File: src/rtl/reversible_serial_adder.sv
// Bit-serial WIDTH-bit adder. One reversible full-adder cell handles one
// operand bit pair per clock, LSB first. A registered carry closes the loop,
// and the sum bits collect in a shift register. The result is published on
// the edge that enters DONE.

// Single-bit full adder built from two cascaded Peres gates.
// The garbage lines are brought out on out_vec.
module reversible_full_adder (
  input  logic       a,
  input  logic       b,
  input  logic       cin,
  output logic       sum,
  output logic       cout,
  output logic [3:0] out_vec
);

  logic w_p1_q;
  logic w_p1_r;

  // First Peres gate (a, b, 0): q = a^b, r = a&b
  assign w_p1_q  = a ^ b;
  assign w_p1_r  = a & b;

  // Second Peres gate (a^b, cin, a&b): q = sum, r = carry
  assign sum     = w_p1_q ^ cin;
  assign cout    = (w_p1_q & cin) ^ w_p1_r;

  // Garbage lines: preserved inputs and the intermediate propagate term
  assign out_vec = {a, w_p1_q, b, cin};

endmodule

module reversible_serial_adder #(
  parameter int WIDTH = 8
) (
  input  logic             clk,
  input  logic             rst_n,
  input  logic             start,
  input  logic [WIDTH-1:0] a,
  input  logic [WIDTH-1:0] b,
  input  logic             cin,
  output logic             busy,
  output logic             done,
  output logic [WIDTH-1:0] sum,
  output logic             cout
);

  localparam int             CW   = $clog2(WIDTH);
  localparam logic [CW-1:0]  LAST = CW'(WIDTH - 1);

  typedef enum logic [1:0] {
    S_IDLE,
    S_RUN,
    S_DONE
  } state_t;

  state_t           r_state;
  state_t           w_next;

  logic [WIDTH-1:0] r_a_sh;
  logic [WIDTH-1:0] r_b_sh;
  logic [WIDTH-1:0] r_sum_sh;
  logic             r_carry;
  logic [CW-1:0]    r_cnt;
  logic [WIDTH-1:0] r_sum;
  logic             r_cout;

  logic             w_load;
  logic             w_run;
  logic             w_last;
  logic             w_cell_sum;
  logic             w_cell_cout;
  logic [3:0]       w_unused_garbage;
  logic [WIDTH-1:0] w_sum_shifted;

  // The cell sees the current LSBs and the registered carry.
  // This is the only combinational path in the carry loop.
  reversible_full_adder u_cell (
    .a       (r_a_sh[0]),
    .b       (r_b_sh[0]),
    .cin     (r_carry),
    .sum     (w_cell_sum),
    .cout    (w_cell_cout),
    .out_vec (w_unused_garbage)
  );

  assign w_load        = (r_state == S_IDLE) && start;
  assign w_run         = (r_state == S_RUN);
  assign w_last        = w_run && (r_cnt == LAST);
  assign w_sum_shifted = {w_cell_sum, r_sum_sh[WIDTH-1:1]};

  // State register
  always_ff @(posedge clk) begin
    if (!rst_n) begin
      r_state <= S_IDLE;
    end else begin
      r_state <= w_next;
    end
  end

  // Next-state logic: start is only honoured in IDLE, and DONE lasts one cycle
  always_comb begin
    w_next = r_state;
    case (r_state)
      S_IDLE:  if (start) w_next = S_RUN;
      S_RUN:   if (r_cnt == LAST) w_next = S_DONE;
      S_DONE:  w_next = S_IDLE;
      default: w_next = S_IDLE;
    endcase
  end

  // Datapath: capture on accept, shift one bit per RUN cycle, and publish
  // the completed shift value on the last RUN edge
  always_ff @(posedge clk) begin
    if (!rst_n) begin
      r_a_sh   <= '0;
      r_b_sh   <= '0;
      r_sum_sh <= '0;
      r_carry  <= 1'b0;
      r_cnt    <= '0;
      r_sum    <= '0;
      r_cout   <= 1'b0;
    end else if (w_load) begin
      r_a_sh   <= a;
      r_b_sh   <= b;
      r_carry  <= cin;
      r_cnt    <= '0;
    end else if (w_run) begin
      r_a_sh   <= {1'b0, r_a_sh[WIDTH-1:1]};
      r_b_sh   <= {1'b0, r_b_sh[WIDTH-1:1]};
      r_sum_sh <= w_sum_shifted;
      r_carry  <= w_cell_cout;
      r_cnt    <= r_cnt + CW'(1);
      if (w_last) begin
        r_sum  <= w_sum_shifted;
        r_cout <= w_cell_cout;
      end
    end
  end

  assign busy = (r_state == S_RUN);
  assign done = (r_state == S_DONE);
  assign sum  = r_sum;
  assign cout = r_cout;

endmodule

File: config.mk
export PLATFORM = sky130hd
export DESIGN_NAME = reversible_serial_adder
export DESIGN_NICKNAME = d
export VERILOG_FILES = /design/src/rtl/reversible_serial_adder.sv
export SDC_FILE = /design/constraint.sdc
export NUM_CORES = 1
export LEC_CHECK = 0
export ABC_AREA = 0
export BUFFER_PORTS_ARGS = -buffer_cell sky130_fd_sc_hd__clkbuf_2
export CAP_MARGIN = 20
export CORE_MARGIN = 4
export CORE_UTILIZATION = 35
export CTS_CLUSTER_DIAMETER = 50
export DETAILED_ROUTE_END_ITERATION = 8
export MAX_ROUTING_LAYER = met4
export SYNTH_ARGS = -nofsm -noshare
export SYNTH_HDL_FRONTEND = slang
export SYNTH_SLANG_ARGS = --single-unit
File: constraint.sdc
create_clock -name clk -period 2.2 [get_ports clk]
set_input_delay 0.44 -clock clk [delete_from_list [all_inputs] [get_ports clk]]
set_output_delay 0.44 -clock clk [all_outputs]
set_load 0.005 [all_outputs]
==> qor.yml, run 1 <==
worst_setup_path:
  cp_data_arrival_time_ns: 1.35
  worstPathRequired_ns: 1.76
  critical-path-max-stage-delay_ns: 0.48
  critPathLaunch: "r_state[0]"
  path_class: "reg -> out"
  slowest_stage: "dfxtp_1"
  path_cells: "nand2b_1, inv_2, clkbuf_2"
  end_kind: "output pin"
  cp_max_fo: 21
  reg2reg_from: "r_state[0]"
  startpoint_type: "flop"
floorplan:
  die_x_um: 76.0
  ios: 31
  dieHeight_um: 76.0
  die_area_um2: 5770
  start_util_pct: 36.6
  core_um2: 4410
  rows: 24
grt:
  grt_pass1_wl_um: 5140
  track_usage_pct: 11.1
  antenna_found_initial: 0
  grt_start_max_net_pins: 39
  grt_pass1_vias: 1125
  grt-ovfl-total: 0
clock_tree:
  cts_hold_buf: 0
  cts_resized: 0
  root_buffer: "clkbuf_8"
  htreeDepth: 2
  clock_sinks: 38
  clkTransAtPathRegs_ns: 0.07
  cts_setup_buffers: 0
  numCtsBuffers: 5
  cts_max_path_buffers: 2
  insertion_delay_ns: 0.29
  cts_tree: "yes"
yosys:
  synth_nets: 194
  synthCells: 171
  postSynthAreaPerCell_um2: 9.45
  synth-seq-cells: 38
  ys_seq_area_share_pct: 47.1
  synth_cell_types: 26
  yosys_warnings: 0
  synth_area_um2: 1620
power_and_ir_drop:
  ir_drop_mv: 0.407
  power_density_nw_per_um2: 742
  leakagePower_uw: 0.000725
detailed_routing:
  drt_iter0_drc: 71
  wire_per_inst_um: 12.2
  first_pass_iters: 4
  ant_nets: 0
  remaining_drc_errors: 0
  drt_wl_total_um: 3050
  vias_per_cell: 4.95
  vias: 1232
timing:
  slew_headroom_pct: 50.4
  drv_slew: 0
  fmax_ghz: 0.559
  tightest_slew_ns: 0.744
  finalCritPeriodShare_pct: 81.3
  clock_skew_ns: 0.00552
  finalSetupTns_ns: 0
  rsz0062_at_grt: "false"
  fin_crit_ns: 1.79
  setup_viol_count_final: 0
  hold_viol: 0
  hold_ws_ns: 0.443
placement:
  hpwl_um: 2000
  routabilityCongestion: 0.674
  port_buffers: 30
status:
  outcome: "completed"
flow_run:
  drv_cap: 0
final_layout:
  antenna_cells: 0
  nets: 219
  synthToLayoutAreaGrowth_pct: 14.1
  drive_above_1_share_pct: 25.9
hold_path:
  hp-start: "a[2]"
  min_path_type: "in -> reg"
flip-flops by register name, indices dropped and copies added (netlist names):
signal	cells
sum	8
r_a_sh	8
r_b_sh	8
r_state	2
r_cnt	3
r_carry	1
r_sum_sh	7
cout	1
metal layers:
metal  part of all wire (%)  vias to the layer above  GRT usage, %
met4                    1.8                        0          4.80
met3                    4.9                        7          3.55
li1                       -                      644             -
met5                      0                        -             -
met2                     43                       26          15.6
met1                     51                      555          14.4
cells in the mapped netlist (all sizes together):
cell type	number	area, um2
dfxtp	38	761
nor2	31	116
nand2	25	93.8
a21boi	18	135
o221ai	15	194
buf	12	86.3
nand3	9	45.0
nor2b	3	18.8
a22oi	2	15.0
and3	2	12.5
clkbuf	2	7.51
ha	2	25.0
nand4bb	2	22.5
o21ai	2	10.0
fa	1	20.0
inv	1	3.75
nand2b	1	6.26
nand3b	1	7.51
o211a	1	10.0
o21ba	1	10.0
o21bai	1	7.51
or3b	1	8.76
report_power, final:
group | switching (uW) | internal (uW)
logic | 75.8 | 60.2
registers | 23.7 | 721
clock network | 234 | 253
total | 334 | 1030
final cells by class:
cell class / instances / area [um2]
multi-input cells: 118 / 758
clock inverters: 1 / 5.00
clock buffers: 7 / 86.3
inverters: 1 / 3.75
flip-flops and latches: 38 / 761
well taps: 52 / 65.1
repair buffers: 32 / 165
fillers: 466 / 2570
through the flow:
step	worst slack, ns	instances	total power, uW	instance area [um2]	utilization [%]
3_5_place_dp	0.460	241	899	1750	39.7
5_1_grt	0.293	249	1440	1840	41.8
3_3_place_gp	0.479	241	897	1750	39.7
4_1_cts	0.381	249	1390	1840	41.8
2_1_floorplan	0.834	171	869	1620	-
6_report	0.411	249	1370	1840	41.8
worst paths after layout:
check	end	slack, ns	cells after the start
min reg2reg	sum[5]	0.47	2
min	r_a_sh[2]	0.44	3
max reg2reg	r_b_sh[2]	0.62	3
max	busy	0.41	3
critical path, delay by kind of cell (launching register included):
| kind | cells | cell delay (ns) |
|---|---|---|
| AND/OR/NAND/NOR | 1 | 0.13 |
| buffers and inverters | 2 | 0.46 |
| flip-flops | 1 | 0.48 |
cells by family (layout without fill, tap and decap cells):
logic type / after synthesis / after routing / synth area share, %
and+or+nand+nor: 75 / 75 / 20.5
AOI/OAI and AO/OA: 40 / 40 / 23.6
adders and majority gates: 3 / 3 / 2.79
DFF: 38 / 38 / 47.1
buffers and inverters: 15 / 41 / 6.04
cells in the final DEF, fill, tap and decap left out:
cell type   n
dfxtp_1    38
nor2_1     31
clkbuf_2   30
nand2_1    25
a21boi_0   18
o221ai_2   10
nand3_1     9
clkbuf_8    6
o221ai_1    5
nor2b_1     3
and3_1      2
nand4bb_1   2
o21ai_0     2
a22oi_1     2
ha_1        2
buf_4       2
nand2b_1    1
inv_2       1
or3b_1      1
o21ba_2     1
o21bai_1    1
nand3b_1    1
o211a_1     1
fa_1        1
clkinv_2    1
clkbuf_1    1
(Power assumes the default switching activity.)
==> run 2: changes to the inputs <==
ABC_AREA = 1   (was 0)
clock period = 1.8 ns   (was 2.2 ns; I/O delays follow)
==> qor.yml, run 2 <==
timing:
  setup_viol_count_final: 0  # unchanged
  fin_crit_ns: 1.52
  slew_headroom_pct: 59.8  # was 50.4%
  drv_slew: 0  # unchanged
  finalSetupTns_ns: 0  # unchanged
  hold_viol: 0  # unchanged
  fmax_ghz: 0.657
  clock_skew_ns: 0.00305  # was 0.00552 ns
  finalCritPeriodShare_pct: 84.5
  rsz0062_at_grt: "false"  # unchanged
  tightest_slew_ns: 0.603  # was 0.744 ns
power_and_ir_drop:
  leakagePower_uw: 0.000905  # was 0.000725 uW
  ir_drop_mv: 0.371  # was 0.407 mV
  power_density_nw_per_um2: 876  # was 742 nW/um2
floorplan:
  rows: 25  # was 24
  ios: 31  # unchanged
  dieHeight_um: 77.7  # was 76.0 um
  core_um2: 4720  # was 4410 um2
  start_util_pct: 36.0  # was 36.6%
  die_area_um2: 6040  # was 5770 um2
  die_x_um: 77.7  # was 76.0 um
clock_tree:
  cts_setup_buffers: 0  # unchanged
  cts_tree: "yes"  # unchanged
  cts_max_path_buffers: 2  # unchanged
  clkTransAtPathRegs_ns: 0.07  # about the same
  cts_resized: 0  # unchanged
  htreeDepth: 2  # unchanged
  insertion_delay_ns: 0.28  # was 0.29 ns
  clock_sinks: 38  # unchanged
  cts_hold_buf: 0  # unchanged
  numCtsBuffers: 5  # unchanged
  root_buffer: "clkbuf_8"  # unchanged
yosys:
  synth_nets: 260  # was 194
  yosys.area.top_type: "dfxtp_1"  # unchanged
  synthFlopType: "dfxtp_1"  # unchanged
  synth_top_area_share_pct: 44.7  # was 47.1%
  yosysMostFrequentCell: "nor2_1"  # was dfxtp_1
  ys_seq_area_share_pct: 44.7  # was 47.1%
  synth_edf_count: 0  # unchanged
  synthCells: 237  # was 171
  synth_cell_types: 22  # was 26
  synth_area_leaders: "dfxtp_1, nor2_1, a21oi_1"  # was dfxtp_1, o221ai_2, a21boi_0
  postSynthAreaPerCell_um2: 7.17  # was 9.45 um2
  postSynth.asyncResetShare_pct: 0  # unchanged
  synth_area_um2: 1700  # was 1620 um2
  synth-seq-cells: 38  # unchanged
  yosys_warnings: 0  # unchanged
  ys_top_cells_by_count: "nor2_1, dfxtp_1, nand2_1"  # was dfxtp_1, nor2_1, nand2_1
detailed_routing:
  first_pass_iters: 5  # was 4
  remaining_drc_errors: 0  # unchanged
  drt_wl_total_um: 3460  # was 3050 um
  vias: 1512  # was 1232
  drt_iter0_drc: 123  # was 71
  wire_per_inst_um: 10.5  # was 12.2 um
  ant_nets: 0  # unchanged
  vias_per_cell: 4.58  # was 4.95
worst_setup_path:
  ff2ff_path_depth: 6  # was 3
  slowest_stage: "dfxtp_1"  # unchanged
  end_kind: "output pin"  # unchanged
  path_cells: "nand2_4, inv_4, clkbuf_2"  # was nand2b_1, inv_2, clkbuf_2
  critical-path-max-stage-delay_ns: 0.42  # was 0.48 ns
  startpoint_type: "flop"  # unchanged
  worstPathRequired_ns: 1.44  # was 1.76 ns
  crit_family: "flip-flops"  # unchanged
  cp_num_cells: 3  # unchanged
  critPathBufInv: 2  # unchanged
  path_class: "reg -> out"  # unchanged
  cp_data_arrival_time_ns: 1.16  # was 1.35 ns
  ff2ff_setup_slack_ns: 0.48  # was 0.62 ns
  cp_max_fo: 17  # was 21
  critPathLaunch: "r_state[0]"  # unchanged
  reg2reg_from: "r_cnt[0]"  # was r_state[0]
grt:
  grt_pass1_vias: 1370  # was 1125
  track_usage_pct: 12.8  # was 11.1%
  grt_pass1_wl_um: 6110  # was 5140 um
  grt-ovfl-total: 0  # unchanged
  antenna_found_initial: 0  # unchanged
  grt_start_max_net_pins: 35  # was 39
final_layout:
  fill_cells: 524  # was 466
  final_cell_mix: "nor2_1, dfxtp_1, clkbuf_2, nand2_1, a21oi_1"  # was dfxtp_1, nor2_1, clkbuf_2, nand2_1, a21boi_0
  fin_area_um2: 1950  # was 1840 um2
  regArea_um2: 761  # unchanged
  nets: 286  # was 219
  antenna_cells: 0  # unchanged
  layout_commonest_cell: "nor2_1"  # was dfxtp_1
  synthToLayoutAreaGrowth_pct: 14.4  # was 14.1%
  drive_above_1_share_pct: 17.1  # was 25.9%
  multi_input_area_um2: 771  # was 758 um2
hold_path:
  min_path_type: "in -> reg"  # unchanged
  hp-start: "b[7]"  # was a[2]
  worstHoldPathCells: 3  # unchanged
placement:
  hpwl_um: 2300  # was 2000 um
  port_buffers: 30  # unchanged
  post_dp_cell_area_um2: 1870  # was 1750 um2
  routabilityCongestion: 0.710  # was 0.674
flow_run:
  drv_cap: 0  # unchanged
status:
  outcome: "completed"  # unchanged
[run 2: changes by cell type in the layout (fill, tap and decap cells not counted), sizes merged, moves of 2 or more]
cell / previous run / this run
o21ai: 2 / 31
nor2: 31 / 59
a21oi: 0 / 22
inv: 1 / 23
a21boi: 18 / 0
o221ai: 15 / 0
nand3: 9 / 19
nand2: 25 / 28
nor2b: 3 / 0
a22oi: 2 / 0
and3: 2 / 0
nand4bb: 2 / 0
[run 2: cell families after synthesis]
group / share of synthesized area (%)
simple gates: 26.6
buf+inv: 9.93
fa+ha+maj: 2.65
flops: 44.7
compound gates: 15.6
xor+xnor: 0.515
[run 2: worst paths after layout]
kind,endpoint
setup / recovery,busy
setup reg to reg,sum[4]
hold reg to reg,sum[2]
hold / removal,r_b_sh[7]
[run 2: stage by stage]
step	hold WS [ns]	setup slack [ns]	utilization, %	power (uW)	std cells
floorplan	0.440	0.668	-	1130	237
global placement	0.462	0.478	39.6	1180	323
detailed placement	0.469	0.464	39.6	1180	323
CTS	0.294	0.259	41.2	1720	330
global route	0.316	0.181	41.2	1810	330
finish	0.303	0.279	41.2	1700	330
[run 2: routing by layer]
layer  global-route usage [%]  part of all wire, %  up-vias
met4                     5.87                  2.0        0
met5                        -                    0        -
met3                     3.48                  3.9        7
li1                         -                    -      817
met2                     18.6                   45       21
met1                     16.4                   50      667
[run 2: worst reg2reg max path, stage by stage, from the launching register on]
cell	delay, ns
dfxtp_1	0.35
ha_1	0.16
ha_1	0.17
inv_1	0.08
nor2_4	0.19
nand2_1	0.13
o21ai_1	0.16
[run 2: power by group]
part	internal (uW)	total [uW]	switching, uW
Clock	267	547	280
Combinational	89.9	236	147
Sequential	892	922	29.9
Total	1250	1700	456
[run 2: layout make-up]
| cell class | instances | area share, % |
|---|---|---|
| Timing Repair Buffer | 32 | 8.49 |
| Multi-Input combinational cell | 163 | 39.6 |
| Sequential cell | 38 | 39.1 |
| Tap cell | 67 | 4.31 |
| Inverter | 23 | 4.57 |
| Clock buffer | 7 | 3.92 |
==> run 3: changes to the inputs <==
clock period = 1.5 ns   (was 1.8 ns; I/O delays follow)
==> qor.yml, run 3 (same netlist as run 2, synthesis figures left out) <==
status:
  outcome: "completed"  # unchanged
final_layout:
  drive_above_1_share_pct: 18.9  # was 17.1%
  synthToLayoutAreaGrowth_pct: 18.3  # was 14.4%
  nets: 287  # was 286
  layout_commonest_cell: "nor2_1"  # unchanged
  final_cell_mix: "nor2_1, dfxtp_1, clkbuf_2, nand2_1, a21oi_1"  # unchanged
  antenna_cells: 0  # unchanged
timing:
  hold_viol: 0  # unchanged
  finalCritPeriodShare_pct: 93.4
  rsz0062_at_grt: "false"  # unchanged
  slew_headroom_pct: 68.7  # was 59.8%
  fin_crit_ns: 1.40
  clock_skew_ns: 0.00556  # was 0.00305 ns
  worst_slack_ns: 0.0987  # was 0.279 ns
  finalSetupTns_ns: 0  # unchanged
  drv_slew: 0  # unchanged
  setup_viol_count_final: 0  # unchanged
  fmax_ghz: 0.714
  tightest_slew_ns: 0.470  # was 0.603 ns
  hold_ws_ns: 0.238  # was 0.303 ns
floorplan:
  start_util_pct: 36.0  # unchanged
  core_um2: 4720  # unchanged
  dieHeight_um: 77.7  # unchanged
  rows: 25  # unchanged
  die_x_um: 77.7  # unchanged
  die_area_um2: 6040  # unchanged
  ios: 31  # unchanged
clock_tree:
  root_buffer: "clkbuf_8"  # unchanged
  htreeDepth: 2  # unchanged
  clock_sinks: 38  # unchanged
  insertion_delay_ns: 0.29  # was 0.28 ns
  cts_max_path_buffers: 2  # unchanged
  clkTransAtPathRegs_ns: 0.07  # about the same
  cts_hold_buf: 0  # unchanged
  cts_tree: "yes"  # unchanged
  numCtsBuffers: 5  # unchanged
placement:
  routabilityCongestion: 0.720  # was 0.710
  hpwl_um: 2280  # was 2300 um
  preCtsSetupSlack_ns: 0.177  # was 0.464 ns
  port_buffers: 30  # unchanged
detailed_routing:
  drt_wl_total_um: 3420  # was 3460 um
  remaining_drc_errors: 0  # unchanged
  vias: 1487  # was 1512
  first_pass_iters: 4  # was 5
  ant_nets: 0  # unchanged
  wl_met2_um: 1460  # was 1540 um
  wl_met3_um: 153  # was 134 um
  top_layer: "met4"  # unchanged
  drt_iter0_drc: 135  # was 123
  vias_per_cell: 4.48  # was 4.58
  wire_per_inst_um: 10.3  # was 10.5 um
  drt-met1-wl_um: 1740  # was 1720 um
worst_setup_path:
  slowest_stage: "dfxtp_1"  # unchanged
  critical-path-max-stage-delay_ns: 0.33  # was 0.42 ns
  end_kind: "output pin"  # unchanged
  path_class: "reg -> out"  # unchanged
  cp_data_arrival_time_ns: 1.10  # was 1.16 ns
  cp_max_fo: 17  # unchanged
  startpoint_type: "flop"  # unchanged
  worstPathRequired_ns: 1.20  # was 1.44 ns
  path_cells: "inv_2, nand2_8, inv_6, clkbuf_2"  # was nand2_4, inv_4, clkbuf_2
grt:
  grt_pass1_wl_um: 5870  # was 6110 um
  track_usage_pct: 12.4  # was 12.8%
  grt_pass1_vias: 1276  # was 1370
  grt_start_max_net_pins: 31  # was 35
  grt-ovfl-total: 0  # unchanged
  antenna_found_initial: 0  # unchanged
power_and_ir_drop:
  p_int_uw: 1650  # was 1250 uW
  power_frac_seq_pct: 50.0  # was 54.1%
  power_density_nw_per_um2: 1100  # was 876 nW/um2
  leakagePower_uw: 0.000936  # was 0.000905 uW
  ir_drop_mv: 0.371  # about the same
  p_switching_uw: 564  # was 456 uW
  swShare_pct: 25.5  # was 26.8%
  clkPwrFrac_pct: 36.7  # was 32.1%
  comb_power_share_pct: 13.3  # was 13.9%
hold_path:
  min_path_type: "in -> reg"  # unchanged
flow_run:
  drv_cap: 0  # unchanged
-- run 3: final timing paths --
path                                     to   startpoint  slack [ns]  depth (start not counted)
worst max-delay path                   busy   r_state[1]         0.1                          4
worst min-delay path              r_b_sh[7]         b[7]        0.24                          3
worst max register to register       sum[4]     r_cnt[0]        0.19                          6
worst min register to register  r_sum_sh[5]  r_sum_sh[5]        0.47                          2
-- run 3: cell type report --
cell class | count | area, um2
fillers | 518 | 2710
multi-input cells | 163 | 779
flip-flops and latches | 38 | 762
repair buffers | 33 | 185
clock buffers | 8 | 110
inverters | 23 | 91.3
well taps | 67 | 83.8
-- run 3: through the flow --
step	utilization (%)	area [um2]	power [uW]	std cells
detailed placement	40.0	1890	1420	324
global placement	40.0	1890	1420	324
finish	42.6	2010	2220	332
global route	42.6	2010	2360	332
floorplan	-	1700	1350	237
CTS	42.4	2000	2250	332
-- run 3: worst max-delay path: cells and delay by family (launching register included) --
kind                   cells  cell delay, ns
buffers and inverters      3            0.36
flip-flops                 1            0.33
AND/OR/NAND/NOR            1            0.12
-- run 3: what timing repair did --
item | CTS | global route
setup endpoints to repair | 1 | 1
buffers inserted | 0 | 0
resized for setup | 1 | 2
-- run 3: per-layer routing --
layer	GRT usage, %	vias to the layer above
met2	16.4	23
met3	3.83	6
met4	5.87	0
li1	-	810
met5	-	-
met1	17.0	648
-- run 3: power by group through the flow --
stage / sequential, uW / combinational [uW] / clock, uW
after floorplan: 1120 / 232 / 0
after global placement: 1130 / 293 / 0
after detailed placement: 1130 / 294 / 0
after CTS: 1110 / 296 / 846
after global routing: 1120 / 346 / 896
final: 1110 / 294 / 814
